<file path="src/rtl/rr_arbiter8_encoded.sv">
// rr_arbiter8_encoded
//   Round-robin arbiter for 8 requesters in front of a shared mux/encoder
//   datapath. Emits a registered one-hot grant together with its encoded
//   index so the downstream mux select needs no extra encoding logic.
//   A grant is held while the owner keeps requesting, optionally cut off
//   after MAX_HOLD cycles (0 = unlimited). Every release is followed by one
//   dead cycle before the next grant so the mux has time to turn around.
//
// Ports
//   clk          rising-edge clock
//   rst_n        asynchronous active-low reset
//   enable       low blocks new grants and revokes the current one
//   req[7:0]     request vector, bit n = requester n
//   grant[7:0]   one-hot grant (registered)
//   grant_idx    encoded index of grant, 0 when idle (registered)
//   grant_valid  grant is non-zero (registered)
//   preempted    one-cycle pulse when the hold limit revoked the grant
module rr_arbiter8_encoded #(
    parameter int MAX_HOLD = 16,
    parameter int HOLD_W   = 8
) (
    input  logic       clk,
    input  logic       rst_n,
    input  logic       enable,
    input  logic [7:0] req,
    output logic [7:0] grant,
    output logic [2:0] grant_idx,
    output logic       grant_valid,
    output logic       preempted
);

    typedef enum logic {IDLE, GRANT} state_t;

    // Last hold count value before a forced release; unused when MAX_HOLD=0.
    localparam logic [HOLD_W-1:0] HOLD_LAST = (MAX_HOLD == 0) ? '0 : HOLD_W'(MAX_HOLD - 1);
    localparam logic [HOLD_W-1:0] HOLD_SAT  = '1;

    state_t            state;
    logic [2:0]        ptr;
    logic [HOLD_W-1:0] hold_cnt;

    logic       win_found;
    logic [2:0] win_idx;
    logic [2:0] cand;
    logic       owner_req;
    logic       hold_hit;
    logic       release_now;

    // Rotating scan: first set request at or after ptr, wrapping 7 -> 0.
    always_comb begin
        win_found = 1'b0;
        win_idx   = ptr;
        cand      = ptr;
        for (int i = 0; i < 8; i++) begin
            cand = ptr + 3'(i);
            if (!win_found && req[cand]) begin
                win_found = 1'b1;
                win_idx   = cand;
            end
        end
    end

    assign owner_req   = req[grant_idx];
    assign hold_hit    = (MAX_HOLD != 0) && (hold_cnt == HOLD_LAST);
    assign release_now = !enable || !owner_req || hold_hit;

    always_ff @(posedge clk or negedge rst_n) begin
        if (!rst_n) begin
            state       <= IDLE;
            ptr         <= 3'd0;
            hold_cnt    <= '0;
            grant       <= 8'h00;
            grant_idx   <= 3'd0;
            grant_valid <= 1'b0;
            preempted   <= 1'b0;
        end else begin
            case (state)
                IDLE: begin
                    preempted <= 1'b0;
                    if (enable && win_found) begin
                        grant       <= 8'(1) << win_idx;
                        grant_idx   <= win_idx;
                        grant_valid <= 1'b1;
                        hold_cnt    <= '0;
                        state       <= GRANT;
                    end
                end
                GRANT: begin
                    if (release_now) begin
                        grant       <= 8'h00;
                        grant_idx   <= 3'd0;
                        grant_valid <= 1'b0;
                        // Just-released owner becomes lowest priority.
                        ptr         <= grant_idx + 3'd1;
                        state       <= IDLE;
                        // Only a pure hold-limit cut-off counts as preemption.
                        preempted   <= enable && owner_req;
                    end else begin
                        preempted <= 1'b0;
                        if (hold_cnt != HOLD_SAT) hold_cnt <= hold_cnt + 1'b1;
                    end
                end
                default: state <= IDLE;
            endcase
        end
    end

endmodule

</file>
<file path="config.mk">
export PLATFORM = sky130hd
export DESIGN_NAME = rr_arbiter8_encoded
export DESIGN_NICKNAME = d
export VERILOG_FILES = /design/src/rtl/rr_arbiter8_encoded.sv
export SDC_FILE = /design/constraint.sdc
export NUM_CORES = 1
export LEC_CHECK = 0
export CAP_MARGIN = 20
export CORE_MARGIN = 2
export CORE_UTILIZATION = 50
export CTS_CLUSTER_SIZE = 12
export DETAILED_ROUTE_END_ITERATION = 10
export DONT_BUFFER_PORTS = 1
export PLACE_DENSITY_LB_ADDON = 0.05
export SYNTH_ARGS = -nofsm -noshare
export SYNTH_HDL_FRONTEND = slang
export SYNTH_SLANG_ARGS = --single-unit
</file>
<file path="constraint.sdc">
create_clock -name clk -period 4 [get_ports clk]
set_input_delay 0.8 -clock clk [delete_from_list [all_inputs] [get_ports clk]]
set_output_delay 0.8 -clock clk [all_outputs]
set_load 0.01 [all_outputs]
</file>
==> reports/results.ini <==
[yosys]
syn-cell-area_sq_um=2150
synth_edf_count=0
synth_cell_type_count=60
ys_seq_area_frac=0.290
synthCells=212
ys_warn_count=0
async_flop_share=1.00
synth_ff_type=dfrtp_1
avgSynthCellArea_sq_um=10.2
syn-num-nets=227
ys_ff_latch=25

[power_and_ir_drop]
leakagePower_nw=0.930
worst_ir_drop_vdd_v=0.000383
p_per_area_nw_per_um2=877
total_power_mw=1.97

[clocking]
h-tree-depth=1
cts_hold_buf=0
postCtsResizedCells=0
post_cts_buffers=0
numCtsBuffers=3
clock_sinks=25
cts.path.max_buffers=2
clock_latency_ns=0.27
path_clk_slew_ns=0.09
cts-root-buf=clkbuf_8
cts_tree=done

[placed_design]
gp_congestion=0.845
hpwlAfterDp_mm=3.79
portBuffers=0

[detailed_routing]
drc=0
wl_per_cell_microns=18.8
drt-total-wl_mm=4.93
num_vias=1758
dr.first_iter.drc_count=120
met1_length_mm=2.35
viasPerCell=6.71
ant_nets=0
wl_met3_microns=234
routed.top_layer=met4
routed-wl-met2_mm=2.32
firstDrtPassIters=4

[finish]
final_common_cell=dfrtp_1
diodes=0
syn_to_final_growth_pct=4.47
fill_cells=368
layout_common_cells=dfrtp_1 (25), nand2_1 (23), mux4_2 (12), nand3_1 (11)
layout.nets=228
drive_gt1_frac=0.189

[critical_path]
worstSetupStartpoint=ptr[0]
arrival_ns=3.53
crit_type=reg -> reg
cp.required_ns=4.21
path_max_fanout=10
crit_path_end_kind=flop
start_kind=flop
ff2ff_path_depth=9
r2r_setup_slack_ns=0.68
rr_startpoint=ptr[0]
r2r-end=grant[1]

[grt]
antenna_found_initial=0
track_usage=0.206
grt_pass1_vias=1646
grt_pass1_wl_mm=8.16
grt_overflow=0
grt_max_degree=26

[floorplanning]
die_x_microns=69.6
dieHeight_microns=69.6
io_pins=24
die_area_sq_um=4850
start_util=0.527
num_rows=23
core_sq_um=4090

[timing]
final-hold-violation-count=0
slew_viol_final=0
slew_headroom=0.553
fmax_mhz=301
fin_crit_sh=0.830
setup_tns_ns=0
period_needed_ns=3.32
rsz0062_at_grt=false
worst_pin_slew_ns=0.665
worst_clock_skew_ns=0.00507
timing.hold.ws_ns=0.211
setup_viol=0

[worst_hold_path]
hold_path_class=in -> async

[outcome]
status=completed

[flow_run]
maxCapViolCount=0

==> synth_stat cells, drive strengths merged (4+ instances only) <==
cell	number	area, sq um
clkbuf	4	15.0
ha	4	50.1
nor2	9	33.8
inv	9	33.8
a21oi	5	25.0
mux2	8	90.1
mux4	12	270
xor2	4	35.0
xnor2	4	50.1
and2	5	33.8
a21o	4	30.0
mux2i	7	70.1
dfrtp	25	626
nand3	11	55.1
nand2	23	86.3
nand4b	5	43.8
nand2b	4	25.0
buf	5	35.0
a32o	8	80.1
o21ai	9	45.0
==> how the worst max path moves through the flow <==
| stage | end | slack [ns] | cells after the start |
|---|---|---|---|
| after floorplan | grant[4] | 0.39 | 10 |
| after global placement | hold_cnt[0] | 0.71 | 8 |
| after detailed placement | grant[4] | 0.72 | 8 |
| after CTS | grant[4] | 0.70 | 8 |
| after global routing | grant[4] | 0.40 | 9 |
| final | grant[1] | 0.68 | 9 |
==> cells by family (layout without fill, tap and decap cells) <==
group | count (synthesis) | in the layout | synth area share
simple gates | 81 | 81 | 0.215
compound gates | 49 | 49 | 0.193
mux | 27 | 27 | 0.200
flops | 25 | 25 | 0.290
buf+inv | 18 | 18 | 0.0389
xor+xnor | 8 | 8 | 0.0395
fa+ha+maj | 4 | 4 | 0.0232
==> sequential cells by signal (all words and copies together), names as in the netlist <==
name / count
grant_valid: 1
grant_idx: 3
preempted: 1
hold_cnt: 8
state: 1
ptr: 3
grant: 8
==> per-stage QoR <==
step	std cells	worst slack (ns)	utilization	area, sq um
5_1_grt	262	0.405	0.551	2250
3_3_place_gp	258	0.712	0.539	2200
3_5_place_dp	258	0.722	0.539	2200
6_report	262	0.679	0.551	2250
4_1_cts	262	0.695	0.551	2250
2_1_floorplan	212	0.389	-	2150
==> cell type report <==
type,instances,area (sq um),share of cell area
inverter,9,33.8,0.0150
clock buffer,3,41.3,0.0183
timing repair buffer,5,37.5,0.0167
clock inverter,1,5.00,0.00222
sequential,25,626,0.278
multi-input combinational,169,1450,0.642
tap,50,62.6,0.0278
==> routing by layer <==
metal  vias up  track usage
li1        824            -
met1       892        0.303
met2        38        0.323
met3         4       0.0378
met4         0       0.0342
met5         -            0
==> worst max-delay path: stages (launching register included) <==
cell,delay [ns]
dfrtp_1,0.36
inv_1,0.08
ha_1,0.56
mux4_2,0.45
mux2i_1,0.38
and2_1,0.28
o311a_1,0.19
a41oi_1,0.06
o31ai_1,0.62
a32o_1,0.27
==> report_power, final <==
group	internal (mW)	switching [mW]	total, mW
clock	0.0697	0.0803	0.150
sequential	0.320	0.111	0.432
combinational	0.590	0.802	1.39
Note: power is estimated with default switching activity, not from simulation.
